==> config.mk <==
export PLATFORM = sky130hd
export DESIGN_NAME = ov2640_capture
export DESIGN_NICKNAME = d
export VERILOG_FILES = /design/src/rtl/ov2640_capture.sv
export SDC_FILE = /design/constraint.sdc
export NUM_CORES = 1
export LEC_CHECK = 0
export ABC_CLOCK_PERIOD_IN_PS = 2500
export BUFFER_PORTS_ARGS = -buffer_cell sky130_fd_sc_hd__buf_2
export CORE_ASPECT_RATIO = 0.6
export CORE_MARGIN = 2
export CORE_UTILIZATION = 58
export CTS_CLUSTER_DIAMETER = 40
export DETAILED_ROUTE_END_ITERATION = 8
export PLACE_DENSITY = 0.79
export SETUP_SLACK_MARGIN = 0.2
export SYNTH_ARGS = -nofsm -noshare
export SYNTH_HDL_FRONTEND = slang
export SYNTH_SLANG_ARGS = --single-unit
==> constraint.sdc <==
create_clock -name clk -period 2.5 [get_ports clk]
set_input_delay 0 -clock clk [delete_from_list [all_inputs] [get_ports clk]]
set_output_delay 0 -clock clk [all_outputs]
set_load 0.03 [all_outputs]
==> src/rtl/ov2640_capture.sv <==
// OV2640 DVP capture: pairs RGB565 bytes into RGB444 pixels and writes them to a linear frame buffer.
// Settling frames are skipped after configuration; frame completion and pixel-count errors are reported.
module ov2640_capture #(
    parameter int H_RES       = 640,
    parameter int V_RES       = 480,
    parameter int ADDR_W      = 19,
    parameter int SKIP_FRAMES = 10
) (
    input  logic              clk,
    input  logic              rst_n,
    input  logic              cfg_done,
    input  logic              cam_vsync,
    input  logic              cam_href,
    input  logic [7:0]        cam_data,
    output logic              pix_we,
    output logic [ADDR_W-1:0] pix_addr,
    output logic [11:0]       pix_rgb,
    output logic              frame_done,
    output logic              frame_err,
    output logic [7:0]        frame_cnt
);

    localparam int              NPIX    = H_RES * V_RES;
    localparam int              CW      = ADDR_W + 2;
    localparam logic [CW-1:0]   NPIX_C  = CW'(NPIX);
    localparam logic [CW-1:0]   CNT_MAX = '1;
    localparam int              SW      = (SKIP_FRAMES > 1) ? $clog2(SKIP_FRAMES) : 1;

    typedef enum logic [1:0] {
        S_IDLE,
        S_SKIP,
        S_WAIT_SOF,
        S_CAPTURE
    } state_t;

    state_t          state;
    logic            vs_r;
    logic            vs_d;
    logic            hr_r;
    logic [7:0]      d_r;
    logic            phase;
    logic [6:0]      hi_keep;
    logic            pair_vld;
    logic [11:0]     pair_rgb;
    logic [CW-1:0]   pair_cnt;
    logic [CW-1:0]   cnt_inc;
    logic [SW-1:0]   skip_cnt;
    logic            vs_fall;
    logic            vs_rise;

    always_ff @(posedge clk or negedge rst_n) begin
        if (!rst_n) begin
            vs_r <= 1'b0;
            vs_d <= 1'b0;
            hr_r <= 1'b0;
            d_r  <= 8'h00;
        end else begin
            vs_r <= cam_vsync;
            vs_d <= vs_r;
            hr_r <= cam_href;
            d_r  <= cam_data;
        end
    end

    assign vs_fall = vs_d & ~vs_r;
    assign vs_rise = ~vs_d & vs_r;

    // Pair count including a pair that completes on this edge; saturates so a huge frame never aliases to NPIX.
    always_comb begin
        cnt_inc = pair_cnt;
        if (pair_vld && (pair_cnt != CNT_MAX)) begin
            cnt_inc = pair_cnt + CW'(1);
        end
    end

    always_ff @(posedge clk or negedge rst_n) begin
        if (!rst_n) begin
            state      <= S_IDLE;
            phase      <= 1'b0;
            hi_keep    <= 7'h00;
            pair_vld   <= 1'b0;
            pair_rgb   <= 12'h000;
            pair_cnt   <= '0;
            skip_cnt   <= '0;
            pix_we     <= 1'b0;
            pix_addr   <= '0;
            pix_rgb    <= 12'h000;
            frame_done <= 1'b0;
            frame_err  <= 1'b0;
            frame_cnt  <= 8'h00;
        end else begin
            pix_we     <= 1'b0;
            frame_done <= 1'b0;
            pair_vld   <= 1'b0;

            if (!cfg_done) begin
                // Sensor reconfiguring: drop any partial frame and restart the skip sequence later.
                state    <= S_IDLE;
                phase    <= 1'b0;
                pair_cnt <= '0;
                skip_cnt <= '0;
            end else begin
                case (state)
                    S_IDLE: begin
                        skip_cnt <= '0;
                        phase    <= 1'b0;
                        state    <= S_SKIP;
                    end

                    S_SKIP: begin
                        if (SKIP_FRAMES == 0) begin
                            state <= S_WAIT_SOF;
                        end else if (vs_fall) begin
                            if (int'(skip_cnt) == SKIP_FRAMES - 1) begin
                                state <= S_WAIT_SOF;
                            end else begin
                                skip_cnt <= skip_cnt + SW'(1);
                            end
                        end
                    end

                    S_WAIT_SOF: begin
                        if (vs_fall) begin
                            state    <= S_CAPTURE;
                            pair_cnt <= '0;
                            phase    <= 1'b0;
                        end
                    end

                    S_CAPTURE: begin
                        // A pair finishing on the same edge as end-of-frame is still written and counted here.
                        if (pair_vld && (pair_cnt < NPIX_C)) begin
                            pix_we   <= 1'b1;
                            pix_addr <= pair_cnt[ADDR_W-1:0];
                            pix_rgb  <= pair_rgb;
                        end

                        if (vs_rise) begin
                            frame_done <= 1'b1;
                            frame_cnt  <= frame_cnt + 8'd1;
                            if (cnt_inc != NPIX_C) begin
                                frame_err <= 1'b1;
                            end
                            pair_cnt <= '0;
                        end else begin
                            pair_cnt <= cnt_inc;
                        end

                        if (hr_r && !vs_r) begin
                            if (!phase) begin
                                hi_keep <= {d_r[7:4], d_r[2:0]};
                                phase   <= 1'b1;
                            end else begin
                                pair_vld <= 1'b1;
                                pair_rgb <= {hi_keep, d_r[7], d_r[4:1]};
                                phase    <= 1'b0;
                            end
                        end else begin
                            phase <= 1'b0;
                        end
                    end

                    default: state <= S_IDLE;
                endcase
            end
        end
    end

endmodule

Yosys cells after proc, flatten, opt, wreduce, memory -nomap -nowiden
Cells that the tools add are included.

Register bits: 101. Input port bits: 13. Output and inout bits: 42. Logic and storage cells: 83.

Add/sub/neg operators: 3. Magnitude comparators: 1. Equal/unequal tests: 14. Mux-type cells: 29. Bitwise operators: 5. Reduce and logical (&&, ||, !) cells: 14.

Operators by type and width (number): $mux 21 (4); $pmux 21 s2 (1); $add 21x1->21 const B (1); $lt 21x19->1 const B (1); $ne 21x19->1 const B (1); $ne 21x21->1 const B (1); $reduce_and 4->1 (4); $mux 1 (14); $mux 4 (3); $ne 3x3->1 const B (4); $reduce_and 3->1 (3); $add 8x1->8 const B (1); $mux 2 (4); $ne 4x1->1 const B (2); $pmux 4 s2 (1); $ne 3x1->1 const B (2); $pmux 2 s3 (1); $add 4x1->4 const B (1); $eq 2x2->1 const B (2); $eq 4x4->1 const B (1); $reduce_and 2->1 (2); $logic_and 1x1->1 (3); $not 1->1 (3); $pmux 1 s3 (1); other kinds (4) (5).

Depth between registers and ports, before layout
Gate-level depths: netlist (run 1).

Depth in word-level cells: 6. Depth in mapped cells: 9. Depth with buffers taken out: 8.

Worst setup path after synthesis (run 1)
Ideal clock, no wire load.

Path kind: register to register. From: register pair_cnt[0]. To: register frame_err. Setup time: 138 ps. Arrival time: 1967 ps. Required time: 2362 ps. Setup slack: 395 ps. Cell stages (with the launch flop): 8. Path buffers: 0. Period minus slack after synthesis: 2105 ps. Cell sequence: dfrtp_1 -> ha_1 -> nand2_1 -> nor3_2 -> a21boi_4 -> or3_1 -> a2111oi_2 -> a31oi_1.

Word-level cells in the longest chain between the ends: 5. Elaborated cells on any way between the ends: 6. Those cells by class: add/sub (1); eq/ne (2); mux (1); reduce/logical (2).

RTL lines: start, declared (RTL line 45) `logic [CW-1:0] pair_cnt;`; start signal, assigned (RTL line 146) `pair_cnt <= cnt_inc;`; parallel branches: the longest is 2 deep, another holds $add 21x1->21; $mux 21 (*) (RTL line 71) `if (pair_vld && (pair_cnt != CNT_MAX)) begin`; $ne 21x19->1 (*) (RTL line 141) `if (cnt_inc != NPIX_C) begin`; $reduce_and 4->1 (no source line) (*); end signal, assigned (RTL line 89) `frame_err <= 1'b0;`; end signal, assigned (RTL line 142) `frame_err <= 1'b1;`; end, declared (RTL line 19) `output logic frame_err,`.

Mark *: on every way between the ends. A chain may end at the register's enable or synchronous reset.

Final worst setup path (run 1)
From: register pair_cnt[1]. To: register frame_err.

The elaborated chain is that of the path after synthesis.

==> impl_metrics.toml, run 1 <==
[critical_path]
path_class = "flip-flop to flip-flop"
r2r_start = "pair_cnt[1]"
max_stage_delay_ps = 440
worstPathCellList = "ha_2, nand2_1, nor3_4, a21boi_4, or3_1, a2111oi_4, a31oi_1"
crit_fanout = 8
reg2reg_to = "frame_err"
r2r_slack_ps = 200
ff2ff_path_depth = 7
cp.required_ps = 2700
arrival_ps = 2500
slowest_stage = "dfrtp_1"
end_kind = "flip-flop"
cp-start-kind = "flip-flop"

[synthesis]
synth_top_area_share_pct = 54.1
yosys_most_used_dff = "dfrtp_1"
postSynthRegisterBits = 101
synth_area_um2 = 4670
post-synth-top-count-cell = "dfrtp_1"
synth_edf_count = 0
yosys_warnings = 0
synth_nets = 462
yosysSeqAreaShare_pct = 54.1
yosysUniqueCellTypes = 48
syn_inst = 441
yosys.area.top_type = "dfrtp_1"
postSynthAreaPerCell_um2 = 10.6
synth_commonest_cells = "dfrtp_1 (101), nand2_1 (76), mux2_2 (38), o21ai_0 (29), nor2_1 (20)"
synth-async-reset-ratio_pct = 100
ys_top_cells_by_area = "dfrtp_1 (54%), mux2_2 (9.2%), nand2_1 (6.1%), o21ai_0 (3.1%), ha_1 (2.1%)"

[timing]
layout_worst_path_cycle_share_pct = 91.9
relSlewSlack_pct = 42.8
period_minus_slack_ps = 2300
fin_setup_tns_ps = 0
finalSetupViolations = 0
hold_viol = 0
finalClockSkew_ps = 6.35
max_freq_mhz = 435
rsz0062_at_grt = "true"
maxSlewViolCount = 0
worst_slew_pin_slew_ps = 858

[placed_design]
dpl.hpwl_um = 7350
gp_congestion = 0.947
dp.cells = 596
port_buffers = 54

[outcome]
status = "complete, no violations"

[drt]
wl_per_cell_um = 17.4
dr.pass1.iters = 7
wl_um = 10900
vias = 3629
routed_via_density = 5.80
drt_iter0_drc = 342
ant_nets = 0
drcViolationCount = 0

[grt]
antenna_found_initial = 0
grt.overflow.total = 0
grt_util_met1_pct = 39.4
use_met3_pct = 7.84
grt_pass1_wl_um = 17800
use_met2_pct = 38.3
grt_busiest_layer = "met1"
first_global_vias = 3497
grt_max_degree = 56
grt.total_usage_pct = 26.8

[die]
rows = 25
die_h_um = 73.5
die_x_um = 120
die-area_um2 = 8810
start_util_pct = 59.5
pin_count = 55
core_um2 = 7850

[cts]
h-tree-depth = 3
clkTransAtPathRegs_ps = 70
cts_num_sinks = 101
clk_latency_ps = 350
cts_buffer_depth = 2
cts_made_buffers = 9
root_buffer = "clkbuf_16"
cts_tree = "built"

[finish]
antenna_cells = 0
stdcell_count = 626
area_growth_pct = 20.3
drive_above_1_share_pct = 28.8
n_fill_cell = 584
final_nets = 534

[power]
comb_power_share_pct = 12.4
ir_worst_vdd_mv = 0.508
leakagePower_nw = 2.78
switching_power_mw = 1.02
p_per_area_nw_per_um2 = 662
internal_power_mw = 2.70
sequentialPowerShare_pct = 48.5
p_clk_share_pct = 39.1
switching_share_pct = 27.5

[min_path]
hold_class = "primary input to asynchronous set/reset pin"

[job]
drv_cap = 0
-- how the worst max path moves through the flow --
stage                 startpoint   endpoint  cells past startpoint
floorplan            pair_cnt[0]  frame_err                      7
global placement     pair_cnt[1]  frame_err                      7
detailed placement   pair_cnt[1]  frame_err                      7
CTS                 pair_cnt[13]  frame_err                      7
global route         pair_cnt[1]  frame_err                      7
finish               pair_cnt[1]  frame_err                      7
-- power by group through the flow --
stage               Sequential, mW  Combinational [mW]  Clock [mW]
global placement              1.82               0.410           0
floorplan                     1.86               0.239           0
CTS                           1.80               0.455        1.48
finish                        1.81               0.460        1.45
global route                  1.82               0.507        1.55
detailed placement            1.83               0.429           0
-- cell usage in the layout, fill, tap and decap left out, types with 3 or more instances in the layout --
| cell type | synthesis | routed |
|---|---|---|
| dfrtp_1 | 101 | 97 |
| nand2_1 | 76 | 76 |
| buf_2 | 7 | 53 |
| mux2_2 | 38 | 38 |
| o21ai_0 | 29 | 28 |
| buf_4 | 4 | 21 |
| nor2_1 | 20 | 18 |
| a21oi_1 | 17 | 17 |
| a31oi_1 | 14 | 14 |
| inv_1 | 12 | 12 |
| dlygate4sd3_1 | 0 | 12 |
| nand3_1 | 11 | 11 |
| xnor2_1 | 10 | 10 |
| nand4_1 | 10 | 10 |
| clkbuf_16 | 0 | 9 |
| nor3_1 | 7 | 7 |
| ha_1 | 8 | 7 |
| xor2_1 | 6 | 6 |
| and4_1 | 6 | 5 |
| nor2b_1 | 4 | 4 |
| dfrtp_2 | 0 | 4 |
| and3_1 | 3 | 3 |
| or3_1 | 3 | 3 |
| inv_8 | 0 | 3 |
-- metrics by stage --
step / total power, mW / hold slack, ps / area (um^2) / setup WS, ps / utilization [%]
global route: 3.88 / 287 / 5620 / 115 / 71.6
CTS: 3.74 / 267 / 5580 / 201 / 71.0
finish: 3.72 / 241 / 5620 / 202 / 71.6
detailed placement: 2.26 / 97.1 / 5130 / 169 / 65.3
global placement: 2.23 / 90.4 / 5130 / 269 / 65.3
floorplan: 2.09 / -296 / 4670 / 395 / -
-- state kept, by name (all words and copies together), names as in the netlist --
register	cells
d_r	8
frame_cnt	8
frame_done	1
frame_err	1
hi_keep	7
hr_r	1
pair_cnt	21
pair_rgb	12
pair_vld	1
phase	1
pix_addr	19
pix_rgb	12
pix_we	1
skip_cnt	4
state	2
vs_d	1
vs_r	1
-- area by class of cell --
class | count | area [um^2] | area share, %
clock buffers | 9 | 225 | 4.01
clock inverters | 7 | 88.8 | 1.58
inverters | 12 | 45.0 | 0.801
multi-input cells | 301 | 2010 | 35.8
flip-flops and latches | 101 | 2530 | 45.0
well taps | 108 | 135 | 2.40
repair buffers | 88 | 583 | 10.4
-- worst max-delay path, delay by kind of cell, from the launching register on --
family                   cells  cell delay, ps
AO/OA/AOI/OAI                3             650
adder cells (fa/ha/maj)      1             260
flip-flops                   1             440
AND/OR/NAND/NOR              3             800
-- cells by family (layout without fill, tap and decap cells) --
group                    Yosys count  in the layout  synth area share [%]
buffers and inverters             39            116                  3.96
AO/OA/AOI/OAI                     80             80                  10.5
adder cells (fa/ha/maj)            9              9                  2.36
flip-flops                       101            101                  54.1
multiplexers                      40             40                  9.59
AND/OR/NAND/NOR                  156            156                  16.5
XOR/XNOR                          16             16                  3.00
-- repair_timing --
| action | in CTS | in global routing |
|---|---|---|
| setup buffers | 1 | 1 |
| hold buffers | 12 | 0 |
| resized for setup | 1 | 12 |
| endpoints found under the setup margin | 1 | 26 |
| pin swaps | 1 | 1 |
| endpoints found under the hold margin | 68 | 0 |
-- metal layers --
layer	part of all wire [%]	vias to the layer above
met2	44	142
met4	1.8	0
met5	0	-
li1	-	1690
met1	47	1776
met3	7.3	21
No activity file was read; power rests on OpenSTA's default activity.
==> run 2: changes to the inputs <==
--- a/config.mk
+++ b/config.mk
@@ -9,10 +9,11 @@
 export BUFFER_PORTS_ARGS = -buffer_cell sky130_fd_sc_hd__buf_2
 export CORE_ASPECT_RATIO = 0.6
 export CORE_MARGIN = 2
-export CORE_UTILIZATION = 58
+export CORE_UTILIZATION = 60
+export CTS_BUF_LIST = sky130_fd_sc_hd__clkbuf_2 sky130_fd_sc_hd__clkbuf_4 sky130_fd_sc_hd__clkbuf_8
 export CTS_CLUSTER_DIAMETER = 40
 export DETAILED_ROUTE_END_ITERATION = 8
-export PLACE_DENSITY = 0.79
+export PLACE_DENSITY = 0.82
 export SETUP_SLACK_MARGIN = 0.2
 export SYNTH_ARGS = -nofsm -noshare
 export SYNTH_HDL_FRONTEND = slang
==> impl_metrics.toml, run 2 (synthesis results as in run 1) <==
[min_path]
hold_class = "primary input to asynchronous set/reset pin"

[timing]
period_minus_slack_ps = 2220
finalSetupViolations = 0
setup_slack_ps = 280
max_freq_mhz = 450
finalClockSkew_ps = 9.29
rsz0062_at_grt = "true"
holdWs_ps = 228
fin_setup_tns_ps = 0
maxSlewViolCount = 0
hold_viol = 0
layout_worst_path_cycle_share_pct = 88.8
worst_slew_pin_slew_ps = 705
relSlewSlack_pct = 53.0

[finish]
regMostFlops = "pair_cnt"
final_nets = 533
drive_above_1_share_pct = 28.2
utilization_pct = 74.0
antenna_cells = 0
multiInputGateArea_um2 = 2000
stdcell_count = 621
n_fill_cell = 520
final_cell_mix = "dfrtp_1 (96), nand2_1 (76), buf_2 (53)"
seq_area_um2 = 2530
area_growth_pct = 17.4
final_common_cell = "dfrtp_1"
top_regs = "pair_cnt (21), pix_addr (19)"
largest_register_ffs = 21

[grt]
antenna_found_initial = 0
grt_busiest_layer = "met2"
grt.overflow.total = 0
grt_util_met1_pct = 38.0
grt_pass1_wl_um = 17000
grt_max_degree = 57
grt.total_usage_pct = 25.9
use_met3_pct = 7.55
first_global_vias = 3373
use_met2_pct = 38.2

[die]
core_um2 = 7420
die-area_um2 = 8530
rows = 24
die_h_um = 72.4
start_util_pct = 63.0
pin_count = 55
die_x_um = 118

[drt]
wl_per_cell_um = 16.8
dr.pass1.iters = 5
drt_iter0_drc = 353
wl_um = 10500
drcViolationCount = 0
vias = 3659
routed_via_density = 5.89
ant_nets = 0

[placed_design]
place_ws_ps = 201
dpl.hpwl_um = 7180
port_buffers = 54
gp_congestion = 0.970
dp.cells = 591

[cts]
clk_latency_ps = 360
cts_buffer_depth = 2
root_buffer = "clkbuf_8"
cts_made_buffers = 9
clkTransAtPathRegs_ps = 100
h-tree-depth = 3
cts_num_sinks = 101
cts_tree = "built"

[critical_path]
cp.required_ps = 2730
ff2ff_path_depth = 6
crit_fanout = 8
end_kind = "flip-flop"
r2r_slack_ps = 280
path_class = "flip-flop to flip-flop"
arrival_ps = 2450
cp-start-kind = "flip-flop"

[job]
drv_cap = 0

[power]
leakagePower_nw = 2.72
p_per_area_nw_per_um2 = 606
ir_worst_vdd_mv = 0.471

[outcome]
status = "complete, no violations"
run 2: cell count changes in the layout (fill, tap and decap cells not counted), sizes merged:
cell,previous run,this run
clkbuf,9,10
buf,76,75
inv,16,15
clkinvlp,1,0
clkinv,1,2
run 2: final timing paths:
| kind | from | end |
|---|---|---|
| min in group clk | cam_data[2] | d_r[2] |
| worst min register to register | d_r[3] | pair_rgb[2] |
| worst max-delay path | pair_cnt[4] | frame_err |
| worst max register to register | pair_cnt[4] | frame_err |
| worst min-delay path | rst_n | pix_addr[11] |
| max in group asynchronous | rst_n | pair_cnt[17] |
run 2: repair_timing:
| action | CTS | global route |
|---|---|---|
| hold buffers | 12 | 0 |
| setup buffers | 0 | 2 |
| endpoints found under the setup margin | 1 | 5 |
| hold endpoints to repair | 71 | 0 |
| gates resized for setup | 2 | 8 |
| pin swaps | 1 | 2 |
| gates cloned | 0 | 0 |
run 2: cell type report:
type                    count  share of cell area [%]
flip-flops and latches    101                    46.2
multi-input cells         301                    36.5
repair buffers             87                    10.3
clock buffers              10                    2.51
well taps                 104                    2.37
clock inverters             6                    1.39
inverters                  12                   0.821
run 2: through the flow:
stage / cell area [um^2] / total power, mW
final: 5490 / 3.33
after global routing: 5490 / 3.48
after CTS: 5450 / 3.35
after detailed placement: 5100 / 2.25
after global placement: 5100 / 2.23
after floorplan: 4670 / 2.09
run 2: power by group:
part	switching, mW	leakage, nW	internal (mW)
logic	0.276	1.24	0.169
clock network	0.575	0.109	0.508
registers	0.0795	1.36	1.72
total	0.930	2.72	2.40
run 2: routing by layer:
layer | part of all wire, % | wire length (um) | vias to the layer above
li1 | - | - | 1693
met1 | 45 | 4720 | 1761
met5 | 0 | 0 | -
met4 | 1.2 | 130 | 0
met2 | 44 | 4650 | 185
met3 | 9.1 | 952 | 20
run 2: worst max-delay path, cell delays in order, from the launching register on:
cell and delay, ps:
dfrtp_1 480, and4_1 310, and4_2 340, a21boi_4 110
or3_1 340, a2111oi_2 360, a31oi_1 140
==> run 3: changes to the inputs <==
--- a/config.mk
+++ b/config.mk
@@ -5,6 +5,7 @@
 export SDC_FILE = /design/constraint.sdc
 export NUM_CORES = 1
 export LEC_CHECK = 0
+export ABC_AREA = 1
 export ABC_CLOCK_PERIOD_IN_PS = 2500
 export BUFFER_PORTS_ARGS = -buffer_cell sky130_fd_sc_hd__buf_2
 export CORE_ASPECT_RATIO = 0.6
==> impl_metrics.toml, run 3 <==
[drt]
drt_iter0_drc = 464
route.met3.wl_um = 1040
routed_via_density = 5.40
wl_um = 11500
top_layer = "met4"
routedLengthMet1_um = 5550
ant_nets = 0
drcViolationCount = 0
wl_met2_um = 4790
dr.pass1.iters = 7
wl_per_cell_um = 15.1
vias = 4110

[cts]
cts_buffer_depth = 2
cts_tree = "built"
clk_latency_ps = 370
cts_made_buffers = 9
h-tree-depth = 3
root_buffer = "clkbuf_8"
clkTransAtPathRegs_ps = 90
cts_num_sinks = 101

[timing]
finalSetupViolations = 0
hold_viol = 0
finalClockSkew_ps = 8.55
relSlewSlack_pct = 45.0
holdWs_ps = 106
max_freq_mhz = 477
fin_setup_tns_ps = 0
worst_slew_pin_slew_ps = 815
period_minus_slack_ps = 2100
layout_worst_path_cycle_share_pct = 83.9
setup_slack_ps = 403
rsz0062_at_grt = "false"
maxSlewViolCount = 0

[outcome]
status = "complete, no violations"

[finish]
multiInputGateArea_um2 = 1870
final_common_cell = "nand2_1"
antenna_cells = 0
largest_register_ffs = 21
top_regs = "pair_cnt (21), pix_addr (19)"
area_growth_pct = 17.1
seq_area_um2 = 2530
final_area_um2 = 5550
final_nets = 671
regMostFlops = "pair_cnt"
drive_above_1_share_pct = 15.6
n_fill_cell = 668
final_cell_mix = "nand2_1 (161), dfrtp_1 (99), inv_1 (86)"

[die]
start_util_pct = 61.2
die_x_um = 119
rows = 25
die-area_um2 = 8660
core_um2 = 7760
die_h_um = 72.9
pin_count = 55

[synthesis]
synth-async-reset-ratio_pct = 100
synth-xor-area-share_pct = 1.66
post-synth-top-count-cell = "nand2_1"
synth_top_family_by_area = "simple AND/OR/NAND/NOR gates"
postSynthAreaPerCell_um2 = 8.25
yosysSeqAreaShare_pct = 53.3
synth_nets = 596
synth_area_um2 = 4740
postSynthRegisterBits = 101
yosys_warnings = 0
synth_top_area_share_pct = 53.3
synth_edf_count = 0
synth_commonest_cells = "nand2_1 (161), dfrtp_1 (101), inv_1 (86), o21ai_0 (50), nor2_1 (40)"
synth_compound_area_share_pct = 9.65
yosys.area_share.simple_pct = 24.3
yosys_most_used_dff = "dfrtp_1"
synth.area.mux_share_pct = 0.475
synth-adder-area-share_pct = 2.11
yosys.area.top_type = "dfrtp_1"
ys_top_cells_by_area = "dfrtp_1 (53%), nand2_1 (13%), inv_1 (6.8%), o21ai_0 (5.3%), nand3_1 (3.9%)"
yosysUniqueCellTypes = 29
syn_inst = 575

[placed_design]
gp_congestion = 1.00
dpl_cell_area_um2 = 5180
port_buffers = 54
place_ws_ps = 171
dpl.hpwl_um = 8240

[critical_path]
worstPathCellList = "ha_2, nand3_1, nor2_4, nand3_4, nand3_1, nand2_1, nor2_1, nand3_1, nor2_1, nand2_1, nand2_1, nand2_1"
cp.required_ps = 2770
crit_fanout = 7
path_class = "flip-flop to flip-flop"
end_kind = "flip-flop"
arrival_ps = 2360
cp-start-kind = "flip-flop"
max_stage_delay_ps = 410
slowest_stage = "dfrtp_2"
cpMostUsedCell = "nand2_1"

[power]
internal_power_mw = 2.36
ir_worst_vdd_mv = 0.535
switching_share_pct = 27.0
comb_power_share_pct = 12.7
switching_power_uw = 871
leakagePower_nw = 2.71
sequentialPowerShare_pct = 55.0
p_clk_share_pct = 32.3
p_per_area_nw_per_um2 = 582

[grt]
grt_pass1_wl_um = 18600
grt_max_degree = 71
grt.overflow.total = 0
first_global_vias = 3845
antenna_found_initial = 0
grt.total_usage_pct = 27.7

[min_path]
hold_class = "primary input to asynchronous set/reset pin"

[job]
drv_cap = 0
run 3: cell types whose count changed in the layout (fill, tap and decap cells not counted), sizes merged, moves of 20 or more:
cell	change
inv	+72
mux2	-36
nand2	+89
nand3	+31
nor2	+23
o21ai	+20
o22ai	+20
run 3: per-stage QoR:
stage	instances	utilization [%]	power [mW]
final	761	71.6	3.23
after global routing	761	71.6	3.38
after CTS	759	71.0	3.26
after detailed placement	732	66.7	2.20
after global placement	732	66.7	2.17
after floorplan	575	-	2.06
run 3: worst paths after layout:
kind	from	end	slack (ps)	cells after the start
setup / recovery	pair_cnt[1]	frame_err	400	12
hold / removal	rst_n	frame_cnt[4]	110	2
setup reg to reg	pair_cnt[1]	frame_err	400	12
max in group asynchronous	rst_n	pair_cnt[0]	1690	3
hold reg to reg	vs_r	vs_d	410	0
min in group clk	cam_data[1]	d_r[1]	280	2
run 3: logic make-up after synthesis:
logic type,Yosys count
simple gates,269
xor+xnor,9
fa+ha+maj,8
flops,101
compound gates,83
buf+inv,103
mux,2
run 3: what timing repair did:
action | 4_1_cts | 5_1_grt
buffers inserted | 0 | 1
setup endpoints to repair | 1 | 1
resized for setup | 2 | 6
hold buffers | 12 | 0
pin swaps | 1 | 2
gates cloned | 1 | 1
endpoints found under the hold margin | 56 | 0
run 3: final cells by class:
type | count | area share (%)
Tap cell | 108 | 2.43
Clock inverter | 3 | 0.834
Timing Repair Buffer | 78 | 8.92
Sequential cell | 101 | 45.6
Inverter | 87 | 5.88
Multi-Input combinational cell | 373 | 33.7
Clock buffer | 11 | 2.73
run 3: routing by layer:
| metal | vias up | GRT usage [%] |
|---|---|---|
| met2 | 177 | 39.5 |
| met1 | 1926 | 42.7 |
| met3 | 17 | 6.72 |
| met5 | - | 0 |
| li1 | 1990 | - |
| met4 | 0 | 7.14 |
run 3: critical path: cells and delay by family, from the launching register on:
| family | cells | cell delay, ps |
|---|---|---|
| adders and majority gates | 1 | 240 |
| DFF | 1 | 410 |
| and+or+nand+nor | 11 | 1340 |
run 3: power by group through the flow:
stage / clock (mW) / combinational (mW) / sequential, mW
finish: 1.04 / 0.411 / 1.78
global route: 1.13 / 0.464 / 1.79
detailed placement: 0 / 0.395 / 1.81
floorplan: 0 / 0.232 / 1.83
CTS: 1.07 / 0.412 / 1.78
global placement: 0 / 0.370 / 1.80
